[src/rtl/muldiv_pkg.sv]
// Shared types and constants for the iterative RV32M multiply/divide unit.
package muldiv_pkg;

  typedef enum logic [2:0] {
    MUL    = 3'd0,
    MULH   = 3'd1,
    MULHSU = 3'd2,
    MULHU  = 3'd3,
    DIV    = 3'd4,
    DIVU   = 3'd5,
    REM    = 3'd6,
    REMU   = 3'd7
  } muldiv_op_e;

  typedef enum logic [1:0] {
    IDLE = 2'd0,
    RUN  = 2'd1,
    FIX  = 2'd2
  } muldiv_state_e;

  localparam logic [31:0] DIV_OVF_DIVIDEND = 32'h8000_0000;

endpackage

[src/rtl/muldiv_unit.sv]
// Iterative RV32M mul/div: fixed XLEN+2 cycle latency (done one cycle after FIX), one op in flight.
// No queue: start is ignored while busy, flush aborts RUN/FIX without a done pulse.
module muldiv_unit
  import muldiv_pkg::*;
#(
  parameter int XLEN = 32
) (
  input  logic            clk,
  input  logic            rst_n,
  input  logic            start,
  input  logic            flush,
  input  logic [2:0]      funct3,
  input  logic [XLEN-1:0] rs1_data,
  input  logic [XLEN-1:0] rs2_data,
  input  logic [4:0]      rd_addr,
  output logic            busy,
  output logic            done,
  output logic [XLEN-1:0] result,
  output logic [4:0]      rd_out
);

  localparam int CW = $clog2(XLEN) + 1;
  localparam logic [XLEN-1:0] OVF_A = {1'b1, {(XLEN-1){1'b0}}};

  muldiv_state_e     state_q, state_d;
  logic [CW-1:0]     cnt_q, cnt_d;
  muldiv_op_e        op_q, op_d;
  logic [2*XLEN-1:0] prod_q, prod_d;
  logic [XLEN-1:0]   opnd_q, opnd_d;
  logic [XLEN-1:0]   a_q, a_d;
  logic              neg_q, neg_d;
  logic              divz_q, divz_d;
  logic              ovf_q, ovf_d;
  logic [4:0]        rd_q, rd_d;
  logic [XLEN-1:0]   result_q, result_d;
  logic              done_q, done_d;

  muldiv_op_e      op_in;
  logic            a_signed, b_signed, sa, sb, is_div_in, is_div;
  logic [XLEN-1:0] a_mag, b_mag;
  logic            neg_in;

  assign op_in     = muldiv_op_e'(funct3);
  assign a_signed  = op_in inside {MUL, MULH, MULHSU, DIV, REM};
  assign b_signed  = op_in inside {MUL, MULH, DIV, REM};
  assign sa        = a_signed & rs1_data[XLEN-1];
  assign sb        = b_signed & rs2_data[XLEN-1];
  assign a_mag     = sa ? -rs1_data : rs1_data;
  assign b_mag     = sb ? -rs2_data : rs2_data;
  assign is_div_in = funct3[2];
  assign is_div    = op_q inside {DIV, DIVU, REM, REMU};

  always_comb begin
    neg_in = 1'b0;
    case (op_in)
      MUL, MULH, DIV: neg_in = sa ^ sb;
      MULHSU, REM:    neg_in = sa;
      default:        neg_in = 1'b0;
    endcase
  end

  // Multiply: shift-add into the upper half, product shifts right.
  logic [XLEN:0]     mul_sum;
  logic [2*XLEN-1:0] mul_next;
  assign mul_sum  = {1'b0, prod_q[2*XLEN-1:XLEN]} + {1'b0, (prod_q[0] ? opnd_q : '0)};
  assign mul_next = {mul_sum, prod_q[XLEN-1:1]};

  // Divide: upper half is the partial remainder, quotient bits enter at the bottom.
  logic [XLEN:0]     div_sh, div_diff;
  logic [2*XLEN-1:0] div_next;
  assign div_sh   = prod_q[2*XLEN-1:XLEN-1];
  assign div_diff = div_sh - {1'b0, opnd_q};
  assign div_next = div_diff[XLEN] ? {div_sh[XLEN-1:0], prod_q[XLEN-2:0], 1'b0}
                                   : {div_diff[XLEN-1:0], prod_q[XLEN-2:0], 1'b1};

  logic [2*XLEN-1:0] prod_neg;
  logic [XLEN-1:0]   quo, rem, fix_res;
  assign prod_neg = -prod_q;
  assign quo      = prod_q[XLEN-1:0];
  assign rem      = prod_q[2*XLEN-1:XLEN];

  always_comb begin
    fix_res = '0;
    case (op_q)
      MUL:                 fix_res = neg_q ? prod_neg[XLEN-1:0] : prod_q[XLEN-1:0];
      MULH, MULHSU, MULHU: fix_res = neg_q ? prod_neg[2*XLEN-1:XLEN] : prod_q[2*XLEN-1:XLEN];
      DIV, DIVU: begin
        if (divz_q)                    fix_res = '1;
        else if (op_q == DIV && ovf_q) fix_res = OVF_A;
        else                           fix_res = neg_q ? -quo : quo;
      end
      default: begin
        if (divz_q)                    fix_res = a_q;
        else if (op_q == REM && ovf_q) fix_res = '0;
        else                           fix_res = neg_q ? -rem : rem;
      end
    endcase
  end

  always_comb begin
    state_d  = state_q;
    cnt_d    = cnt_q;
    op_d     = op_q;
    prod_d   = prod_q;
    opnd_d   = opnd_q;
    a_d      = a_q;
    neg_d    = neg_q;
    divz_d   = divz_q;
    ovf_d    = ovf_q;
    rd_d     = rd_q;
    result_d = result_q;
    done_d   = 1'b0;
    case (state_q)
      IDLE: begin
        if (start && !flush) begin
          state_d = RUN;
          cnt_d   = CW'(XLEN);
          op_d    = op_in;
          prod_d  = {{XLEN{1'b0}}, (is_div_in ? a_mag : b_mag)};
          opnd_d  = is_div_in ? b_mag : a_mag;
          a_d     = rs1_data;
          neg_d   = neg_in;
          divz_d  = (rs2_data == '0);
          ovf_d   = (rs1_data == OVF_A) && (&rs2_data);
          rd_d    = rd_addr;
        end
      end
      RUN: begin
        if (flush) begin
          state_d = IDLE;
        end else begin
          prod_d = is_div ? div_next : mul_next;
          cnt_d  = cnt_q - CW'(1);
          if (cnt_q == CW'(1)) state_d = FIX;
        end
      end
      FIX: begin
        state_d = IDLE;
        if (!flush) begin
          result_d = fix_res;
          done_d   = 1'b1;
        end
      end
      default: state_d = IDLE;
    endcase
  end

  always_ff @(posedge clk or negedge rst_n) begin
    if (!rst_n) begin
      state_q  <= IDLE;
      cnt_q    <= '0;
      op_q     <= MUL;
      prod_q   <= '0;
      opnd_q   <= '0;
      a_q      <= '0;
      neg_q    <= 1'b0;
      divz_q   <= 1'b0;
      ovf_q    <= 1'b0;
      rd_q     <= '0;
      result_q <= '0;
      done_q   <= 1'b0;
    end else begin
      state_q  <= state_d;
      cnt_q    <= cnt_d;
      op_q     <= op_d;
      prod_q   <= prod_d;
      opnd_q   <= opnd_d;
      a_q      <= a_d;
      neg_q    <= neg_d;
      divz_q   <= divz_d;
      ovf_q    <= ovf_d;
      rd_q     <= rd_d;
      result_q <= result_d;
      done_q   <= done_d;
    end
  end

  assign busy   = (state_q != IDLE);
  assign done   = done_q;
  assign result = result_q;
  assign rd_out = rd_q;

endmodule

[config.mk]
export PLATFORM = sky130hd
export DESIGN_NAME = muldiv_unit
export DESIGN_NICKNAME = d
export VERILOG_FILES = /design/src/rtl/muldiv_pkg.sv /design/src/rtl/muldiv_unit.sv
export SDC_FILE = /design/constraint.sdc
export NUM_CORES = 1
export LEC_CHECK = 0
export ABC_CLOCK_PERIOD_IN_PS = 3100
export BUFFER_PORTS_ARGS = -buffer_cell sky130_fd_sc_hd__buf_2
export CAP_MARGIN = 20
export CORE_MARGIN = 4
export CORE_UTILIZATION = 57
export CTS_CLUSTER_SIZE = 30
export DETAILED_ROUTE_END_ITERATION = 10
export PLACE_DENSITY = 0.83
export SLEW_MARGIN = 25
export SYNTH_ARGS = -nofsm -noshare
export SYNTH_HDL_FRONTEND = slang
export SYNTH_SLANG_ARGS = --single-unit
[constraint.sdc]
create_clock -name clk -period 3.1 [get_ports clk]
set_input_delay 0.775 -clock clk [delete_from_list [all_inputs] [get_ports clk]]
set_output_delay 0.775 -clock clk [all_outputs]
set_load 0.1 [all_outputs]
# Word level (Yosys, flattened, before mapping)
# Index checks and enable logic that the tools add are counted.
# classes
reduce_logical	23
addsub	8
bitwise	4
n_eq_ne	18
muxes	29
# ops
op	count
32-bit 2-to-1 mux	13
64-bit 2-to-1 mux	4
32-bit negator	4
64-bit one-hot mux with 2 select lines	1
32-bit one-hot mux with 3 select lines	1
64-bit negator	1
32-bit by 32-bit adder with 33-bit output	1
33-bit by 32-bit subtractor with 33-bit output	1
32-bit equality test, second input constant	1
32-bit zero test	1
32-bit AND reduction	1
3-bit equality test, second input constant	6
6-bit 2-to-1 mux	2
6-bit one-hot mux with 2 select lines	1
3-bit by 2-bit equality test with 1-bit output, second input constant	3
4-bit nonzero test	2
3-bit by 1-bit equality test with 1-bit output, second input constant	2
6-bit by 1-bit equality test with 1-bit output, second input constant	1
3-bit zero test	2
2-bit 2-to-1 mux	3
2-bit AND reduction	3
3-bit OR reduction	2
6-bit by 1-bit subtractor with 6-bit output, second input constant	1
5-bit nonzero test	1
16 further kinds	24
# totals
reg_bits	180
input_bits	76

# Depth between registers and ports, before layout
# Gate-level depths: netlist of run 1.
# logic_depth
word_depth	7
mapped_depth	14

# Least setup slack after synthesis of run 1
# No wires, ideal clock.
# synth_path
kind	reg2reg
start	register prod_q[31]
end	register prod_q[47]
stages_incl_launch_ff	14
setup_time_ps	121
path_buffers	1
t_arrival_ps	3107
setup_slack_ps	-128
required_time_ps	2979
path_cell_list	dfrtp_1 > inv_1 > ha_1 > fa_1 > nand2b_1 > a21oi_1 > o211ai_1 > a21oi_1 > a31oi_1 > xnor2_2 > buf_2 > mux2i_1 > mux2i_1 > a22o_1
# synth_between
elab_chain_len	5
# synth_lines
item	line_no	rtl
from (decl)	muldiv_unit.sv:28	logic [2*XLEN-1:0] prod_q, prod_d;
from (signal assigned)	muldiv_unit.sv:166	prod_q <= prod_d;
33-bit by 32-bit subtractor with 33-bit output	muldiv_unit.sv:72	assign div_diff = div_sh - {1'b0, opnd_q};
64-bit 2-to-1 mux	muldiv_unit.sv:73	assign div_next = div_diff[XLEN] ? {div_sh[XLEN-1:0], prod_q[XLEN-2:0], 1'b0}
64-bit 2-to-1 mux	muldiv_unit.sv:132	prod_d = is_div ? div_next : mul_next;
64-bit 2-to-1 mux	muldiv_unit.sv:129	if (flush) begin
64-bit one-hot mux with 2 select lines	muldiv_unit.sv:113	case (state_q)
# No other way between the ends. The select of a mux whose other input is x is not followed.
# A chain may end at the register's enable or synchronous reset.

# Worst setup path in the final report of run 1
# layout_path
start	register opnd_q[0]
end	register prod_q[35]
# layout_between
elab_chain_len	5
# layout_lines
item	line_no	rtl
from (decl)	muldiv_unit.sv:29	logic [XLEN-1:0] opnd_q, opnd_d;
from (signal assigned)	muldiv_unit.sv:167	opnd_q <= opnd_d;
33-bit by 32-bit subtractor with 33-bit output or 32-bit 2-to-1 mux (tied branches)	muldiv_unit.sv:72, muldiv_unit.sv:65	
64-bit 2-to-1 mux or 32-bit by 32-bit adder with 33-bit output (tied branches)	muldiv_unit.sv:73, muldiv_unit.sv:65	
64-bit 2-to-1 mux *	muldiv_unit.sv:132	
64-bit 2-to-1 mux *	muldiv_unit.sv:129	
64-bit one-hot mux with 2 select lines *	muldiv_unit.sv:113	
# Mark *: on every way between the ends. The rest lies on a longest branch, timed or not. The select of a mux whose other input is x is not followed.

==> impl_metrics.json, run 1 <==
{
  "crit_buf_inv": 2,
  "routed_via_density": 6.68,
  "holdCritPathClass": "in2async",
  "floorplan.initialDensity_pct": 58.2,
  "post_route_drc_violation_count": 0,
  "final.setup_skew_ns": 0.0361,
  "critPathRequiredTime_ns": 3.46,
  "fraction_of_synthesis_flops_using_an_asynchronous_set_or_reset_pin_pct": 100,
  "layout_worst_path_cycle_share_pct": 101,
  "worst-r2r-setup-slack_ns": -0.04,
  "crit_cells": 13,
  "setup-violations-final": 3,
  "muxShareOfSynthArea_pct": 4.44,
  "timing.critical_path.max_delay_family": "compound AO/OA/AOI/OAI gates",
  "worst_max_slew_margin_expressed_relative_to_the_limit_pct": 31.0,
  "p_per_area_nw_per_um2": 1110,
  "dp_hpwl_um": 49400,
  "post-route-worst-setup-slack_ns": -0.0360,
  "failed_checks": "setup timing",
  "synth_top_family_by_area": "compound AO/OA/AOI/OAI gates",
  "layout-drive-gt1-share_pct": 21.2,
  "cts_sinks": 180,
  "finish.net_count": 2491,
  "wl_per_cell_um": 23.7,
  "drtAntennaViolNets": 0,
  "clock_tree.buffer_depth": 2,
  "count_of_cell_types_in_the_netlist": 78,
  "yosys.area_share.simple_pct": 20.6,
  "critical_path.cell_chain": "ha_2, fa_2, nand2b_4, a21oi_4, o211ai_1, a21oi_2, a31oi_4, xnor2_4, buf_12, buf_6, mux2i_4, a21oi_1, a21o_1",
  "maxcap_violations": 0,
  "maxSlewViolCount": 0,
  "tightestPinTransition_ns": 1.03,
  "category_of_the_most_critical_setup_path": "reg2reg",
  "dr_total_vias": 18300,
  "grt_start_max_net_pins": 87,
  "worst_skew_pair.late_latency_ns": 0.47,
  "critical_path.reg2reg.endpoint": "prod_q[35]",
  "total_iterations_of_the_first_detailed_routing_run": 6,
  "postSynthAreaPerCell_sq_um": 7.73,
  "clock.fmax_mhz": 319,
  "preCtsSetupSlack_ns": -0.227,
  "dpl_cell_area_sq_um": 18700,
  "die_area_sq_um": 31300,
  "syn_area_sq_um": 16300,
  "count_of_input_and_output_buffers": 114,
  "post_synthesis_compound_gate_area_fraction_pct": 25.2,
  "final_core_util_pct": 70.6,
  "synth_register_bits": 180,
  "cpMaxStageDelayCell": "sky130_fd_sc_hd__dfrtp_1",
  "tritoncts_clock_tree": "built",
  "reg2reg_from": "opnd_q[0]",
  "chipHeight_um": 177,
  "grt.overflow.total": 0,
  "die_w_um": 177,
  "antennaDiodeCount": 0,
  "gpl.final_weighted_congestion": 1.03,
  "synth_ff_type": "sky130_fd_sc_hd__dfrtp_1",
  "antenna_violations_before_repair": 1,
  "postRouteWirelength_um": 64900,
  "synth_seq_area_share_pct": 27.7,
  "leakagePower_nw": 8.96,
  "largest_voltage_drop_on_the_vdd_net_mv": 0.533,
  "critical_path_launch_point": "opnd_q[0]",
  "critical_path.max_stage_delay_ns": 0.42,
  "final.min_clock_period_ns": 3.14,
  "grt_pass1_wl_um": 97400,
  "post_synth_fa_ha_maj_area_fraction_pct": 5.71,
  "worst_setup_path_start_kind": "flop",
  "synthesis.yosys.warnings": 0,
  "area_growth_pct": 21.4,
  "synth_area_leader_cell": "sky130_fd_sc_hd__dfrtp_1",
  "critPathMaxFanout": 5,
  "count_of_cells_along_the_worst_register_to_register_path": 13,
  "setup_tns_ns": -0.0763,
  "cts_buffers": 17,
  "edff_count_synth": 0,
  "htree_num_levels": 4,
  "via_count_of_the_first_global_routing_pass": 17000,
  "arrival_ns": 3.50,
  "run_status": "finished with violations",
  "ctsRootBufferMaster": "sky130_fd_sc_hd__clkbuf_16",
  "end_kind": "flop",
  "worst_setup_hold_path_clk_slew_ns": 0.10,
  "num_rows": 61,
  "detailedRoute.firstIterationViolations": 2741,
  "io_pins": 115,
  "design_area_sq_um": 19700,
  "global_route.usage.total_pct": 40.3,
  "synth_xor_area_share_pct": 11.3,
  "synthesis.instances": 2103,
  "core_region_area_sq_um": 27900,
  "synth_top_cells_by_area": "sky130_fd_sc_hd__dfrtp_1, sky130_fd_sc_hd__nand2_1, sky130_fd_sc_hd__xnor2_1, sky130_fd_sc_hd__ha_1, sky130_fd_sc_hd__a21oi_1",
  "syn-num-nets": 2252,
  "area_share_of_the_largest_cell_type_after_synthesis_pct": 27.7,
  "setup_repair_after_global_routing_missed_its_margin": "yes",
  "report.final.hold_viol_count": 0,
  "worstSetupEndpoint": "prod_q[35]"
}
[cell usage in the layout (no fill, tap or decap), drive strengths merged, types with 19 or more instances in the layout]
cell type,n
a211oi,38
a21o,28
a21oi,156
a221oi,56
a31oi,22
buf,368
clkbuf,20
dfrtp,180
ha,71
inv,70
mux2i,62
nand2,314
nand2b,24
nand3,29
nand4,27
nor2,202
nor3,39
nor4,19
o21ai,143
o31ai,51
xnor2,132
xor2,76
[stage by stage]
step,std cells,hold WS [ns],power [W]
floorplan,2103,0.440,0.0130
global placement,2686,0.452,0.0179
detailed placement,2686,0.457,0.0181
CTS,2718,0.346,0.0205
global route,2733,0.359,0.0229
finish,2733,0.311,0.0218
[what timing repair did]
item	in CTS	in global routing
setup buffers	0	13
gates cloned	0	2
setup endpoints to repair	14	47
hold buffers	0	0
gates resized for setup	7	75
pin swaps	0	22
[worst min path at each step]
stage	from	cells after the start	slack [ns]	to
floorplan	a_q[30]	2	0.44	a_q[30]
global placement	rd_out[2]	2	0.45	rd_out[2]
detailed placement	rd_out[2]	2	0.46	rd_out[2]
CTS	rst_n	1	0.35	cnt_q[4]
global route	rst_n	1	0.36	cnt_q[0]
finish	rst_n	1	0.31	cnt_q[0]
[power by group]
group	switching, W	internal (W)	leakage, nW
registers	0.000762	0.00311	2.26
logic	0.00944	0.00621	6.41
clock network	0.00122	0.00109	0.284
total	0.0114	0.0104	8.96
[logic make-up (layout without fill, tap and decap cells)]
family | after synthesis | count (layout)
muxes | 71 | 71
and+or+nand+nor | 737 | 737
xor gates and xnor gates | 208 | 208
AOI/OAI and AO/OA | 619 | 619
buffers and inverters | 215 | 467
DFF | 180 | 180
adders and majority gates | 73 | 73
[state kept, by name, indices dropped and copies added (netlist names)]
register / count
a_q: 32
cnt_q: 6
divz_q: 1
done: 1
neg_q: 1
op_q: 3
opnd_q: 32
ovf_q: 1
prod_q: 64
rd_out: 5
result: 32
state_q: 2
[metal layers]
metal  wire length (um)  global-route usage [%]
met4               4650                    22.8
met5                 13                       0
met2              27400                    59.6
met1              24800                    55.0
met3               8060                    8.50
[layout make-up]
type                       instances  area, sq um
clock inverter                    15          159
clock buffer                      17          425
multi-input combinational       1708        11300
sequential                       180         4510
timing repair buffer             371         2650
fill                            2300         8200
inverter                          64          240
tap                              378          473
[Yosys cell counts, types with 5 or more instances]
master / number
sky130_fd_sc_hd__inv_1: 62
sky130_fd_sc_hd__nand2_1: 314
sky130_fd_sc_hd__nor3_1: 37
sky130_fd_sc_hd__or3_1: 16
sky130_fd_sc_hd__o21ai_1: 5
sky130_fd_sc_hd__a31oi_1: 22
sky130_fd_sc_hd__and2_1: 10
sky130_fd_sc_hd__o41ai_1: 16
sky130_fd_sc_hd__or4_1: 15
sky130_fd_sc_hd__nand4_1: 27
sky130_fd_sc_hd__a211oi_1: 38
sky130_fd_sc_hd__dfrtp_1: 180
sky130_fd_sc_hd__o22ai_1: 5
sky130_fd_sc_hd__a211o_1: 8
sky130_fd_sc_hd__or2_2: 5
sky130_fd_sc_hd__a221oi_1: 55
sky130_fd_sc_hd__mux2_2: 9
sky130_fd_sc_hd__clkbuf_1: 135
sky130_fd_sc_hd__o211ai_1: 15
sky130_fd_sc_hd__a22oi_1: 12
sky130_fd_sc_hd__buf_2: 9
sky130_fd_sc_hd__o31ai_1: 47
sky130_fd_sc_hd__a21oi_1: 155
sky130_fd_sc_hd__a311oi_1: 5
sky130_fd_sc_hd__xnor2_1: 131
sky130_fd_sc_hd__a21boi_0: 5
sky130_fd_sc_hd__nor4_1: 17
sky130_fd_sc_hd__o21ai_0: 138
sky130_fd_sc_hd__mux2i_1: 62
sky130_fd_sc_hd__a21o_1: 28
sky130_fd_sc_hd__buf_1: 7
sky130_fd_sc_hd__nand2b_1: 23
sky130_fd_sc_hd__nand3_1: 28
sky130_fd_sc_hd__xor2_1: 76
sky130_fd_sc_hd__ha_1: 71
sky130_fd_sc_hd__and3_1: 6
sky130_fd_sc_hd__nor2_1: 202
sky130_fd_sc_hd__o21a_1: 11
sky130_fd_sc_hd__nor2b_1: 11
sky130_fd_sc_hd__o221ai_1: 11
(Power assumes the default switching activity.)
==> run 2, diff against run 1 <==
--- a/config.mk
+++ b/config.mk
@@ -5,14 +5,14 @@
 export SDC_FILE = /design/constraint.sdc
 export NUM_CORES = 1
 export LEC_CHECK = 0
-export ABC_CLOCK_PERIOD_IN_PS = 3100
+export ABC_CLOCK_PERIOD_IN_PS = 3600
 export BUFFER_PORTS_ARGS = -buffer_cell sky130_fd_sc_hd__buf_2
-export CAP_MARGIN = 20
 export CORE_MARGIN = 4
-export CORE_UTILIZATION = 57
+export CORE_UTILIZATION = 63
 export CTS_CLUSTER_SIZE = 30
 export DETAILED_ROUTE_END_ITERATION = 10
-export PLACE_DENSITY = 0.83
+export PLACE_DENSITY = 0.87
+export SETUP_SLACK_MARGIN = 0.1
 export SLEW_MARGIN = 25
 export SYNTH_ARGS = -nofsm -noshare
 export SYNTH_HDL_FRONTEND = slang
==> constraint.sdc (replaced) <==
create_clock -name clk -period 3.6 [get_ports clk]
set_input_delay 0.9 -clock clk [delete_from_list [all_inputs] [get_ports clk]]
set_output_delay 0.9 -clock clk [all_outputs]
set_load 0.1 [all_outputs]
==> run 2 against run 1 <==
The flow now finishes without violations. Non-clock buffer count decreased by 151. Cell count decreased by 7.3%. Design area shrank 8.2%. Maximum frequency down 8.9%. Largest power group unchanged.
==> impl_metrics.json, run 2 (synthesis results as in run 1) <==
{
  "run_status": "finished, final reports clean",
  "grt_start_max_net_pins": 83,
  "layout-drive-gt1-share_pct": 13.7,
  "global_route.usage.total_pct": 42.1,
  "cts-hold-fix-buffers": 0,
  "report.final.hold_viol_count": 0,
  "antenna_violations_before_repair": 0,
  "fillCellCount": 2041,
  "cts_buffers": 17,
  "postRouteWirelength_um": 61300,
  "max_flop_register": "prod_q",
  "largest_register_ffs": 64,
  "critPathRequiredTime_ns": 3.94,
  "routed_via_density": 6.85,
  "preCtsSetupSlack_ns": 0.106,
  "post-route-worst-setup-slack_ns": 0.159,
  "critical-path-top-cell-by-count": "sky130_fd_sc_hd__a21oi_1",
  "category_of_the_most_critical_setup_path": "reg2reg",
  "total_iterations_of_the_first_detailed_routing_run": 9,
  "cpMaxStageDelayCell": "sky130_fd_sc_hd__dfrtp_1",
  "dp_hpwl_um": 47000,
  "hold_ws_ns": 0.430,
  "gpl.final_weighted_congestion": 1.07,
  "critPathMaxFanout": 28,
  "setup_tns_ns": 0,
  "p_per_area_nw_per_um2": 934,
  "final.setup_skew_ns": 0.0215,
  "count_of_cells_along_the_worst_register_to_register_path": 10,
  "clock.fmax_mhz": 291,
  "chipHeight_um": 169,
  "leakagePower_nw": 8.12,
  "io_pins": 115,
  "setup_repair_after_global_routing_missed_its_margin": "yes",
  "worst_setup_path_start_kind": "flop",
  "finish.net_count": 2340,
  "via_count_of_the_first_global_routing_pass": 16000,
  "post_route_drc_violation_count": 0,
  "grt_pass1_wl_um": 93000,
  "dr_total_vias": 17300,
  "die_w_um": 169,
  "tightestPinTransition_ns": 1.07,
  "worst_setup_hold_path_clk_slew_ns": 0.08,
  "tritoncts_clock_tree": "built",
  "maxSlewViolCount": 0,
  "maxcap_violations": 0,
  "setup-violations-final": 0,
  "worst-r2r-setup-slack_ns": 0.16,
  "critical_path.cell_chain": "ha_1, a211o_1, o211ai_1, a21oi_1, a31oi_1, xnor2_4, buf_12, mux2_2, a21oi_1, nor2_1",
  "final_cell_mix": "sky130_fd_sc_hd__nand2_1, sky130_fd_sc_hd__nor2_1, sky130_fd_sc_hd__dfrtp_1",
  "floorplan.initialDensity_pct": 64.3,
  "multi_input_combinational_cell_area_sq_um": 11000,
  "critical_path.max_stage_delay_ns": 0.71,
  "critical_path_launch_point": "prod_q[38]",
  "drtAntennaViolNets": 0,
  "area.sequential_sq_um": 4510,
  "ctsRootBufferMaster": "sky130_fd_sc_hd__clkbuf_16",
  "htree_num_levels": 4,
  "final.min_clock_period_ns": 3.44,
  "worst_skew_pair.late_latency_ns": 0.45,
  "num_rows": 58,
  "detailedRoute.firstIterationViolations": 2535,
  "antennaDiodeCount": 0,
  "area_growth_pct": 11.5,
  "final_common_cell": "sky130_fd_sc_hd__nand2_1",
  "largest_voltage_drop_on_the_vdd_net_mv": 0.603,
  "clock_tree.buffer_depth": 2,
  "count_of_input_and_output_buffers": 114,
  "cts_sinks": 180,
  "die_area_sq_um": 28400,
  "holdCritPathClass": "in2async",
  "core_region_area_sq_um": 25300,
  "worst_max_slew_margin_expressed_relative_to_the_limit_pct": 28.3,
  "reg2reg_from": "prod_q[38]",
  "arrival_ns": 3.78,
  "critical_path.reg2reg.endpoint": "prod_q[38]",
  "layout_worst_path_cycle_share_pct": 95.6,
  "wl_per_cell_um": 24.2,
  "grt.overflow.total": 0,
  "end_kind": "flop"
}
## run 2: cell types whose count changed in the layout (fill, tap and decap cells not counted), sizes merged
cell    before  now
buf        368  220
bufinv       0    1
clkbuf      20   17
clkinv       7    5
## run 2: metrics by stage
step           instance area, sq um  utilization [%]  power (W)  instances
2_1_floorplan                 16300                -     0.0112       2103
3_3_place_gp                  17500             69.3     0.0142       2498
3_5_place_dp                  17500             69.3     0.0144       2498
4_1_cts                       18100             71.6     0.0164       2529
5_1_grt                       18100             71.8     0.0178       2533
6_report                      18100             71.8     0.0169       2533
## run 2: critical path, delay by kind of cell, from the launching register on
kind	cells	cell delay, ns
AND/OR/NAND/NOR	1	0.05
buffers and inverters	1	0.24
multiplexers	1	0.35
AO/OA/AOI/OAI	5	1.34
adder cells (fa/ha/maj)	1	0.38
flip-flops	1	0.71
XOR/XNOR	1	0.23
## run 2: how the worst max path moves through the flow
stage               cells past startpoint         end
floorplan                              13  prod_q[47]
global placement                       10  prod_q[18]
detailed placement                     10  prod_q[18]
CTS                                    13  prod_q[38]
global route                           10  prod_q[38]
finish                                 10  prod_q[38]
## run 2: timing repair
action | in CTS | in global routing
buffers inserted | 0 | 4
endpoints found under the setup margin | 0 | 17
hold endpoints to repair | 0 | 0
gates resized for setup | 0 | 5
## run 2: cell type report
cell class                 count  area share, %
timing repair buffer         220           7.78
sequential                   180           24.9
clock inverter                14          0.877
tap                          330           2.28
multi-input combinational   1708           60.5
clock buffer                  17           2.35
inverter                      64           1.33
## run 2: power by group
part	internal, W	total, W	switching [W]	leakage, nW
Sequential	0.00266	0.00361	0.000942	2.26
Clock	0.000988	0.00197	0.000978	0.281
Combinational	0.00424	0.0113	0.00710	5.58
## run 2: routing by layer
layer | vias to the layer above | track usage (%) | wire length [um]
met5 | - | 0 | 0
met3 | 208 | 10.8 | 7410
met1 | 8194 | 56.6 | 24000
li1 | 7752 | - | -
met4 | 0 | 21.3 | 3690
met2 | 1185 | 63.1 | 26200
